## config.mk

```make
export PLATFORM = sky130hd
export DESIGN_NAME = uart_rx_cfg
export DESIGN_NICKNAME = d
export VERILOG_FILES = /design/src/rtl/uart_rx_cfg.sv
export SDC_FILE = /design/constraint.sdc
export NUM_CORES = 1
export LEC_CHECK = 0
export ABC_AREA = 1
export ABC_CLOCK_PERIOD_IN_PS = 1600
export BUFFER_PORTS_ARGS = -buffer_cell sky130_fd_sc_hd__buf_2
export CAP_MARGIN = 20
export CORE_ASPECT_RATIO = 1.2
export CORE_MARGIN = 4
export CORE_UTILIZATION = 30
export DETAILED_ROUTE_END_ITERATION = 7
export GPL_TIMING_DRIVEN = 0
export PLACE_DENSITY = 0.54
export RECOVER_POWER = 50
export SYNTH_ARGS = -nofsm -noshare
export SYNTH_HDL_FRONTEND = slang
export SYNTH_SLANG_ARGS = --single-unit
```

## constraint.sdc

```tcl
create_clock -name i_Clock -period 1.6 [get_ports i_Clock]
set_input_delay 0.16 -clock i_Clock [delete_from_list [all_inputs] [get_ports i_Clock]]
set_output_delay 0.16 -clock i_Clock [all_outputs]
set_load 0.02 [all_outputs]
```

## src/rtl/uart_rx_cfg.sv

```systemverilog
`default_nettype none
// ============================================================================
// Module   : uart_rx_cfg
// Brief    : Parametrised UART receiver (5..9 data bits, none/even/odd parity,
//            1 or 2 stop bits) with one-entry valid/ready holding register.
// Revision : 1.0  initial release
// ============================================================================
module uart_rx_cfg #(
    parameter int CLKS_PER_BIT = 217,
    parameter int DATA_BITS    = 8,
    parameter int PARITY       = 0,
    parameter int STOP_BITS    = 1
) (
    input  logic                 i_Clock,
    input  logic                 i_Rst_L,
    input  logic                 i_RX_Serial,
    output logic                 o_RX_Valid,
    input  logic                 i_RX_Ready,
    output logic [DATA_BITS-1:0] o_RX_Data,
    output logic                 o_Parity_Err,
    output logic                 o_Frame_Err,
    output logic                 o_Break,
    output logic                 o_Overrun
);

    localparam int              c_CNT_W     = $clog2(CLKS_PER_BIT);
    localparam int              c_IDX_W     = $clog2(DATA_BITS);
    localparam logic [c_CNT_W-1:0] c_HALF      = c_CNT_W'((CLKS_PER_BIT - 1) / 2);
    localparam logic [c_CNT_W-1:0] c_BIT_LAST  = c_CNT_W'(CLKS_PER_BIT - 1);
    localparam logic [c_IDX_W-1:0] c_DATA_LAST = c_IDX_W'(DATA_BITS - 1);
    localparam logic            c_STOP_LAST = 1'(STOP_BITS - 1);
    localparam bit              c_HAS_PAR   = (PARITY != 0);

    typedef enum logic [2:0] {
        S_IDLE   = 3'd0,
        S_START  = 3'd1,
        S_DATA   = 3'd2,
        S_PARITY = 3'd3,
        S_STOP   = 3'd4
    } state_t;

    logic                 r_rx_meta;
    logic                 r_rx_s;

    state_t               r_state;
    state_t               w_state_nxt;
    logic [c_CNT_W-1:0]   r_cnt;
    logic [c_CNT_W-1:0]   w_cnt_nxt;
    logic [c_IDX_W-1:0]   r_bit_idx;
    logic [c_IDX_W-1:0]   w_bit_idx_nxt;
    logic [DATA_BITS-1:0] r_shift;
    logic [DATA_BITS-1:0] w_shift_nxt;
    logic                 r_pbit;
    logic                 w_pbit_nxt;
    logic                 r_stop_idx;
    logic                 w_stop_idx_nxt;
    logic                 r_stop_err;
    logic                 w_stop_err_nxt;
    logic                 r_stop0;
    logic                 w_stop0_nxt;
    logic                 w_done;
    logic                 w_bit_tick;

    logic                 w_par_xor;
    logic                 w_par_err;
    logic                 w_break;

    logic                 r_valid;
    logic [DATA_BITS-1:0] r_data;
    logic                 r_par_err;
    logic                 r_frame_err;
    logic                 r_break;
    logic                 r_overrun;

    // Two-flop synchroniser; idles high so reset never looks like a start bit.
    always_ff @(posedge i_Clock) begin
        if (!i_Rst_L) begin
            r_rx_meta <= 1'b1;
            r_rx_s    <= 1'b1;
        end else begin
            r_rx_meta <= i_RX_Serial;
            r_rx_s    <= r_rx_meta;
        end
    end

    always_ff @(posedge i_Clock) begin
        if (!i_Rst_L) begin
            r_state    <= S_IDLE;
            r_cnt      <= '0;
            r_bit_idx  <= '0;
            r_shift    <= '0;
            r_pbit     <= 1'b0;
            r_stop_idx <= 1'b0;
            r_stop_err <= 1'b0;
            r_stop0    <= 1'b0;
        end else begin
            r_state    <= w_state_nxt;
            r_cnt      <= w_cnt_nxt;
            r_bit_idx  <= w_bit_idx_nxt;
            r_shift    <= w_shift_nxt;
            r_pbit     <= w_pbit_nxt;
            r_stop_idx <= w_stop_idx_nxt;
            r_stop_err <= w_stop_err_nxt;
            r_stop0    <= w_stop0_nxt;
        end
    end

    assign w_bit_tick = (r_cnt == c_BIT_LAST);

    always_comb begin
        w_state_nxt    = r_state;
        w_cnt_nxt      = r_cnt;
        w_bit_idx_nxt  = r_bit_idx;
        w_shift_nxt    = r_shift;
        w_pbit_nxt     = r_pbit;
        w_stop_idx_nxt = r_stop_idx;
        w_stop_err_nxt = r_stop_err;
        w_stop0_nxt    = r_stop0;
        w_done         = 1'b0;
        case (r_state)
            S_IDLE: begin
                w_cnt_nxt      = '0;
                w_bit_idx_nxt  = '0;
                w_stop_idx_nxt = 1'b0;
                w_stop_err_nxt = 1'b0;
                if (!r_rx_s) begin
                    w_state_nxt = S_START;
                end
            end
            S_START: begin
                if (r_cnt == c_HALF) begin
                    w_cnt_nxt   = '0;
                    w_state_nxt = r_rx_s ? S_IDLE : S_DATA;
                end else begin
                    w_cnt_nxt = r_cnt + 1'b1;
                end
            end
            S_DATA: begin
                if (w_bit_tick) begin
                    w_cnt_nxt = '0;
                    // LSB arrives first, so shifting in at the top leaves it at bit 0.
                    w_shift_nxt = {r_rx_s, r_shift[DATA_BITS-1:1]};
                    if (r_bit_idx == c_DATA_LAST) begin
                        w_state_nxt = c_HAS_PAR ? S_PARITY : S_STOP;
                    end else begin
                        w_bit_idx_nxt = r_bit_idx + 1'b1;
                    end
                end else begin
                    w_cnt_nxt = r_cnt + 1'b1;
                end
            end
            S_PARITY: begin
                if (w_bit_tick) begin
                    w_cnt_nxt   = '0;
                    w_pbit_nxt  = r_rx_s;
                    w_state_nxt = S_STOP;
                end else begin
                    w_cnt_nxt = r_cnt + 1'b1;
                end
            end
            S_STOP: begin
                if (w_bit_tick) begin
                    w_cnt_nxt      = '0;
                    w_stop_err_nxt = r_stop_err | ~r_rx_s;
                    if (r_stop_idx == 1'b0) begin
                        w_stop0_nxt = r_rx_s;
                    end
                    // Return to IDLE mid stop bit so a back-to-back start edge is caught.
                    if (r_stop_idx == c_STOP_LAST) begin
                        w_done      = 1'b1;
                        w_state_nxt = S_IDLE;
                    end else begin
                        w_stop_idx_nxt = 1'b1;
                    end
                end else begin
                    w_cnt_nxt = r_cnt + 1'b1;
                end
            end
            default: begin
                w_state_nxt = S_IDLE;
            end
        endcase
    end

    assign w_par_xor = (^r_shift) ^ r_pbit;
    assign w_par_err = (PARITY == 1) ? w_par_xor :
                       (PARITY == 2) ? ~w_par_xor : 1'b0;
    assign w_break   = (r_shift == '0) && (!c_HAS_PAR || !r_pbit) && !w_stop0_nxt;

    // Holding register: a completing frame wins over a same-edge clear.
    always_ff @(posedge i_Clock) begin
        if (!i_Rst_L) begin
            r_valid     <= 1'b0;
            r_data      <= '0;
            r_par_err   <= 1'b0;
            r_frame_err <= 1'b0;
            r_break     <= 1'b0;
            r_overrun   <= 1'b0;
        end else begin
            r_overrun <= 1'b0;
            if (w_done) begin
                if (!r_valid || i_RX_Ready) begin
                    r_valid     <= 1'b1;
                    r_data      <= r_shift;
                    r_par_err   <= w_par_err;
                    r_frame_err <= w_stop_err_nxt;
                    r_break     <= w_break;
                end else begin
                    r_overrun <= 1'b1;
                end
            end else if (r_valid && i_RX_Ready) begin
                r_valid <= 1'b0;
            end
        end
    end

    assign o_RX_Valid   = r_valid;
    assign o_RX_Data    = r_data;
    assign o_Parity_Err = r_par_err;
    assign o_Frame_Err  = r_frame_err;
    assign o_Break      = r_break;
    assign o_Overrun    = r_overrun;

endmodule
`default_nettype wire

```

* Yosys cells after proc, flatten, opt, wreduce, memory -nomap -nowiden
Index checks and enable logic that the tools add are counted.
W data, S select, Z words.
** Cells by class
- Bitwise logic cells :: 2
- Multiplexer cells :: 30
- Reduce and logical (&&, ||, !) cells :: 19
- Equal/unequal tests :: 16
- Add/subtract/negate cells :: 2
** Operators with widths (number)
- $mux W3 :: 9
- $pmux W8 S3 :: 1
- $mux W8 :: 2
- $ne A2 B2 Y1 const B :: 8
- $pmux W3 S5 :: 1
- $mux W1 :: 13
- $reduce_and A2 Y1 :: 5
- $add A8 B1 Y8 const B :: 1
- $eq A8 B7 Y1 const B :: 1
- $eq A8 B8 Y1 const B :: 1
- $logic_not A8 Y1 :: 1
- $reduce_and A7 Y1 :: 1
- $eq A3 B2 Y1 const B :: 2
- $eq A3 B3 Y1 const B :: 2
- $pmux W3 S2 :: 1
- $reduce_bool A2 Y1 :: 3
- $pmux W1 S2 :: 2
- $add A3 B1 Y3 const B :: 1
- $eq A3 B1 Y1 const B :: 1
- $logic_not A3 Y1 :: 1
- $reduce_and A3 Y1 :: 1
- $reduce_bool A3 Y1 :: 1
- $reduce_or A3 Y1 :: 1
- $logic_and A1 B1 Y1 :: 2
- other kinds (6) :: 7
** Word-level totals
- Output and inout port bits :: 13
- Input port bits :: 4
- Logic and storage cells :: 83
- Register bits :: 39

* Longest topological paths before layout
Gate-level depths: netlist (run 1).
- Word-level depth :: 5
- Gate-level depth with buffers :: 11

* Worst setup path after synthesis (run 1)
Ideal clock, no wire load.
- Path kind :: register to register
- Start :: register r_cnt[0]
- End :: register r_data[7], in the netlist o_RX_Data[7]
- Path buffers :: 1
- Slack :: 0.195 ns
- Period minus slack after synthesis :: 1.405 ns
- Arrival time :: 1.271 ns
- Library setup time :: 0.134 ns
- Required time :: 1.466 ns
- Stages on the path, launching flop included :: 11
- Path through :: dfxtp_1 > inv_1 > ha_1 > nand2_1 > inv_1 > nand2_2 > nor2_8 > nand4_4 > buf_2 > nand2_1 > a21oi_1
** On the way
- Longest elaborated chain between the ends :: 4
** Ends and longest elaborated chain
- start: declaration :: RTL line 47 : logic [c_CNT_W-1:0] r_cnt;
- start signal: assignment :: RTL line 98 : r_cnt <= w_cnt_nxt;
- $eq A8 B8 Y1 :: RTL line 108 : assign w_bit_tick = (r_cnt == c_BIT_LAST);
- $mux W1 :: RTL line 162 : if (w_bit_tick) begin
- $mux W1 :: RTL line 120 : case (r_state)
- $reduce_and A2 Y1 (no source line)
- end signal: assignment :: RTL line 204 : r_data <= r_shift;
- end: declaration :: RTL line 69 : logic [DATA_BITS-1:0] r_data;
No other way between the ends.
A chain may end at the register's enable or synchronous reset.

* Worst setup path in the final report (run 1)
- Start :: register r_cnt[1]
- End :: register r_break, in the netlist o_Break
** On the way
- Longest elaborated chain between the ends :: 5
- Elaborated cells on any way between the ends :: 8
- Classes of those cells :: eq/ne (1); mux (4); reduce/logical (3)
** Ends and longest elaborated chain
- $eq A8 B8 Y1 (*) :: RTL line 108
- $mux W1 :: RTL line 162
- $mux W1 :: RTL line 120
- $logic_not A1 Y1 :: RTL line 188 : assign w_break = (r_shift == '0) && (!c_HAS_PAR || !r_pbit) && !w_stop0_nxt;
- $logic_and A1 B1 Y1 :: RTL line 188
- end signal: assignment :: RTL line 207 : r_break <= w_break;
- end: declaration :: RTL line 72 : logic r_break;
Mark *: on every way between the ends. The rest lies on a longest branch, timed or not.

==> summary.txt, run 1 <==
status: finished clean
die width: 78.5 µm
1st-iter DRT viols: 88
met1 usage: 14.4%
CTS Buf Count: 5
initial antenna violation count: 0
Worst Hold Class: input pin to register
final hold violation count: 0
Core ar.: 5740 µm²
worst-case reg-to-reg path depth: 10
Avg WL per Cell: 11.0 µm
commonest non-fill, non-tap cell in the layout: nand2_1
hold path depth: 2
clock skew: 0.0115 ns
M3 GR Usage: 2.92%
min-delay src: i_RX_Serial
fin crit share: 93.1%
sequential share of the synthesized area: 43.6%
R2R Path End: o_Break
placed cells: 336
HPWL after DPL: 2770 µm
I/O Pins: 17
hold_buf cts: 0
Post-DRT Antenna Nets: 0
Tot Pwr: 2680 µW
largest net degree at the start of global routing: 14
kind of critical path: register to register
vias per inst: 4.45
fin crit period: 1.49 ns
#FFs+latches synth: 39
DR pass1 iterations: 4
met2 usage in global routing: 18.5%
WP data arrival: 1.66 ns
Clock Latency Late Sink: 0.29 ns
clk slew on worst S/H paths: 0.08 ns
vias in the first global route: 1505
CTS tree: yes
synthesized area per cell: 7.43 µm²
first-pass GRT wire length: 6690 µm
die height: 92.6 µm
starting density of the core: 31.2%
max cap viols: 0
Mapped Area: 1790 µm²
Ys Warns: 0
clock sink count: 39
required time worst endpoint: 1.77 ns
r2r startpoint: r_cnt[1]
GRT Total Usage: 11.2%
grt ovf: 0
fraction of registers with async set/reset: 0%
CTS Buffer Depth: 2
# diodes: 0
VDD IR-drop max: 562 µV
count of input and output buffers: 15
fmax: 0.671 GHz
Netlist cell types: 31
CP startpoint kind: register
Synthesized Nets: 249
Clock Tree Root: clkbuf_8
Worst Hold Endpoint: r_rx_meta
Row Count: 30
Post-Layout Cell Count: 350
share of layout cells above drive strength 1: 19.3%
Main synth FF type: dfxtp_1
Final setup viols: 0
Cell Pwr Density: 1220 nW/µm²
drc violations: 0
Top Usage Layer GRT: met2
Area Overhead vs Synth: 22.7%
reg-to-reg slack, setup: 0.11 ns
final WL: 3840 µm
vias: 1559
commonest non-fill, non-tap cells in the layout: 63 x nand2_1, 37 x dfxtp_1, 26 x a21oi_1
GP Congestion: 0.778
leak pwr: 0.000895 µW
Final Max Tran Viols: 0
Die ar.: 7270 µm²
CP endpoint kind: register
Post-Synthesis Cells: 241
H-tree Lvls: 2
number of synthesized flops with an enable pin: 0
Layout Nets: 277
crit-path max FO: 5
synthesized netlist by cell type (all sizes together), types with 3 or more instances:
master | number | area share, %
buf | 4 | 1.3
nor2 | 24 | 7.1
nor3 | 6 | 1.7
inv | 24 | 5.0
nand2 | 70 | 15
dfxtp | 39 | 44
ha | 4 | 2.8
nand4 | 3 | 1.9
a21oi | 27 | 7.8
nand3 | 14 | 3.9
o21ai | 13 | 4.3
worst max path at each step:
stage / from / end / cells past startpoint
after detailed placement: r_cnt[0] / o_RX_Data[7] / 10
after floorplan: r_cnt[0] / o_RX_Data[7] / 10
after global routing: r_state[0] / r_bit_idx[1] / 8
after global placement: r_cnt[0] / o_RX_Data[7] / 10
final: r_cnt[1] / o_Break / 10
after CTS: r_cnt[0] / o_Break / 11
kinds of logic (layout without fill, tap and decap cells):
logic type,count (synthesis),after routing,synth area share (%)
other cells,1,1,0.209
buf+inv,32,61,7.20
compound gates,42,42,13.0
flops,39,39,43.6
fa+ha+maj,4,4,2.80
xor+xnor,3,3,1.47
simple gates,120,120,31.7
critical path: stages (launching register included):
cell and delay [ns]:
dfxtp_2 0.34, inv_2 0.08, ha_4 0.16, nand2_4 0.06, inv_2 0.07, nand2_4 0.06, nor2_8 0.14, nand4_4 0.15
buf_4 0.20, nand2_1 0.06, a21oi_1 0.06
area by class of cell:
| type | instances | area [µm²] |
|---|---|---|
| Fill cell | 616 | 3550 |
| Multi-Input combinational cell | 170 | 947 |
| Sequential cell | 39 | 786 |
| Timing Repair Buffer | 21 | 108 |
| Inverter | 26 | 105 |
| Tap cell | 80 | 100 |
| Clock buffer | 5 | 68.8 |
| Clock inverter | 3 | 43.8 |
| Buffer | 6 | 38.8 |
what timing repair did:
| action | 4_1_cts | 5_1_grt |
|---|---|---|
| gates cloned | 0 | 1 |
| endpoints found under the setup margin | 12 | 30 |
| setup buffers | 1 | 4 |
| pin swaps | 1 | 8 |
| gates resized for setup | 5 | 23 |
per-layer routing:
metal / up-vias / part of all wire (%)
met2: 16 / 48
met1: 710 / 49
met4: 0 / 0.96
met3: 6 / 2.4
met5: - / 0
li1: 827 / -
state kept, by name (all words and copies together), names as in the netlist, 3 cells and up:
register   flops
o_RX_Data      8
r_bit_idx      3
r_shift        8
r_cnt          8
r_state        3
stage by stage:
stage          setup slack [ns]  utilization, %  hold slack, ns  cell area, µm²  setup TNS [ns]
6_report                  0.110            38.3          0.0725            2200               0
5_1_grt                -0.00798            38.3          0.0639            2200         -0.0130
4_1_cts                -0.00121            36.5          0.0726            2100        -0.00121
3_5_place_dp            -0.0651            34.2           0.368            1970          -0.574
3_3_place_gp            -0.0328            34.2           0.347            1970          -0.204
2_1_floorplan             0.195               -           0.267            1790               0
power breakdown:
| part | internal [µW] | leakage [µW] | switching [µW] |
|---|---|---|---|
| Combinational | 272 | 0.000520 | 459 |
| Clock | 465 | 0.0000581 | 365 |
| Sequential | 1050 | 0.000317 | 60.6 |
| Total | 1790 | 0.000895 | 885 |
(Power assumes the default switching activity.)
==> run 2, diff against run 1 <==
--- a/config.mk
+++ b/config.mk
@@ -15,7 +15,6 @@
 export DETAILED_ROUTE_END_ITERATION = 7
 export GPL_TIMING_DRIVEN = 0
 export PLACE_DENSITY = 0.54
-export RECOVER_POWER = 50
 export SYNTH_ARGS = -nofsm -noshare
 export SYNTH_HDL_FRONTEND = slang
 export SYNTH_SLANG_ARGS = --single-unit
==> summary.txt, run 2 (synthesis results as in run 1) <==
power share of the sequential group: 41.7% (about the same)
vias per inst: 4.46 (was 4.45)
Worst Hold Class: input pin to register (unchanged)
grt ovf: 0 (unchanged)
crit-path max FO: 5 (unchanged)
Clock Power Share: 30.8% (was 31.0%)
commonest non-fill, non-tap cells in the layout: 63 x nand2_1, 37 x dfxtp_1, 26 x a21oi_1 (unchanged)
Post-Layout Cell Count: 350 (unchanged)
DR pass1 iterations: 4 (unchanged)
fillers: 611 (was 616)
status: finished clean (unchanged)
1st-iter DRT viols: 96 (was 88)
hold_buf cts: 0 (unchanged)
CP startpoint kind: register (unchanged)
placed instance area: 1970 µm² (unchanged)
clk slew on worst S/H paths: 0.08 ns (about the same)
starting density of the core: 31.2% (unchanged)
vias: 1561 (was 1559)
WP data arrival: 1.67 ns (was 1.66 ns)
Gate power share: 27.4% (was 27.3%)
final hold violation count: 0 (unchanged)
Die ar.: 7270 µm² (unchanged)
required time worst endpoint: 1.77 ns (about the same)
fin crit share: 93.9% (was 93.1%)
Switching Fraction: 33.0% (was 33.1%)
Clock Tree Root: clkbuf_8 (unchanged)
CTS tree: yes (unchanged)
CP endpoint kind: register (unchanged)
final WL: 3850 µm (was 3840 µm)
VDD IR-drop max: 561 µV (was 562 µV)
worst hold slack: 0.0725 ns (about the same)
dpl ws: -0.0651 ns (unchanged)
fin crit period: 1.50 ns (was 1.49 ns)
GRT Total Usage: 11.2% (unchanged)
crit path cell chain: inv_2 > ha_4 > nand2_4 > inv_2 > nand2_4 > nor2_8 > nand4_4 > buf_4 > nand2_1 > a21oi_1 (unchanged)
vias in the first global route: 1505 (unchanged)
leak pwr: 0.000950 µW (was 0.000895 µW)
fmax: 0.665 GHz (was 0.671 GHz)
Layout Nets: 277 (unchanged)
Internal: 1790 µW (about the same)
max cap viols: 0 (unchanged)
Clock Latency Late Sink: 0.29 ns (about the same)
count of input and output buffers: 15 (unchanged)
H-tree Lvls: 2 (unchanged)
drc violations: 0 (unchanged)
# diodes: 0 (unchanged)
Finished Cell Area: 2220 µm² (was 2200 µm²)
CTS Buffer Depth: 2 (unchanged)
clock sink count: 39 (unchanged)
initial antenna violation count: 0 (unchanged)
area of the multi-input gates: 952 µm² (was 947 µm²)
Final Core Density: 38.6% (was 38.3%)
HPWL after DPL: 2770 µm (unchanged)
I/O Pins: 17 (unchanged)
CTS Buf Count: 5 (unchanged)
register area: 786 µm² (unchanged)
clock skew: 0.0117 ns (was 0.0115 ns)
commonest non-fill, non-tap cell in the layout: nand2_1 (unchanged)
GP Congestion: 0.778 (unchanged)
placed cells: 336 (unchanged)
first-pass GRT wire length: 6690 µm (unchanged)
kind of critical path: register to register (unchanged)
Slowest-stage cell, CP: dfxtp_2 (unchanged)
die width: 78.5 µm (unchanged)
Cell Pwr Density: 1200 nW/µm² (was 1220 nW/µm²)
share of layout cells above drive strength 1: 24.4% (was 19.3%)
final setup margin: 0.0971 ns (was 0.110 ns)
Net Sw Power: 881 µW (was 885 µW)
die height: 92.6 µm (unchanged)
Row Count: 30 (unchanged)
Area Overhead vs Synth: 23.9% (was 22.7%)
Post-DRT Antenna Nets: 0 (unchanged)
Final Max Tran Viols: 0 (unchanged)
Avg WL per Cell: 11.0 µm (about the same)
Final setup viols: 0 (unchanged)
largest net degree at the start of global routing: 14 (unchanged)
Core ar.: 5740 µm² (unchanged)
CP peak stage delay: 0.34 ns (about the same)
run 2: cell types whose count changed in the layout (fill, tap and decap cells not counted), sizes merged:
cell / delta
clkbuf: -13
buf: +13
run 2: final cells by class:
cell class	instances	area share, %
buffer	6	1.75
clock buffer	5	3.10
clock inverter	3	1.97
inverter	26	4.74
multi-input combinational	170	42.9
sequential	39	35.4
tap	80	4.51
timing repair buffer	21	5.58
run 2: critical path, delay by kind of cell, from the launching register on:
kind	cells	cell delay, ns
DFF	1	0.34
adders and majority gates	1	0.16
AOI/OAI and AO/OA	1	0.06
and+or+nand+nor	5	0.47
buffers and inverters	3	0.35
run 2: through the flow:
step	power (µW)	setup TNS (ns)
after global routing	2860	-0.00798
after floorplan	1620	0
after CTS	2580	-0.00121
after detailed placement	1760	-0.574
final	2670	0
after global placement	1750	-0.204
run 2: repair_timing:
action,4_1_cts,5_1_grt
gates resized for setup,5,23
cloned,0,1
endpoints found under the setup margin,12,30
hold endpoints to repair,0,0
setup buffers,1,4
pin swaps,1,8
run 2: final timing paths:
kind / startpoint / to / slack [ns] / cells after the start
max: r_cnt[1] / o_Break / 0.1 / 10
min reg2reg: r_rx_meta / r_rx_s / 0.42 / 1
max reg2reg: r_cnt[1] / o_Break / 0.1 / 10
min: i_RX_Serial / r_rx_meta / 0.07 / 2
run 2: metal layers:
metal	GRT usage [%]	vias up	routed length (µm)
met5	0	-	0
met4	3.06	0	23
met3	2.92	4	109
met2	18.5	16	1850
met1	14.4	712	1870
li1	-	829	-
run 2: power groups by stage:
stage          Combinational [µW]  Clock, µW  Sequential [µW]
2_1_floorplan                 507          0             1120
3_3_place_gp                  623          0             1130
3_5_place_dp                  625          0             1130
4_1_cts                       631        844             1110
5_1_grt                       853        880             1130
6_report                      733        824             1120
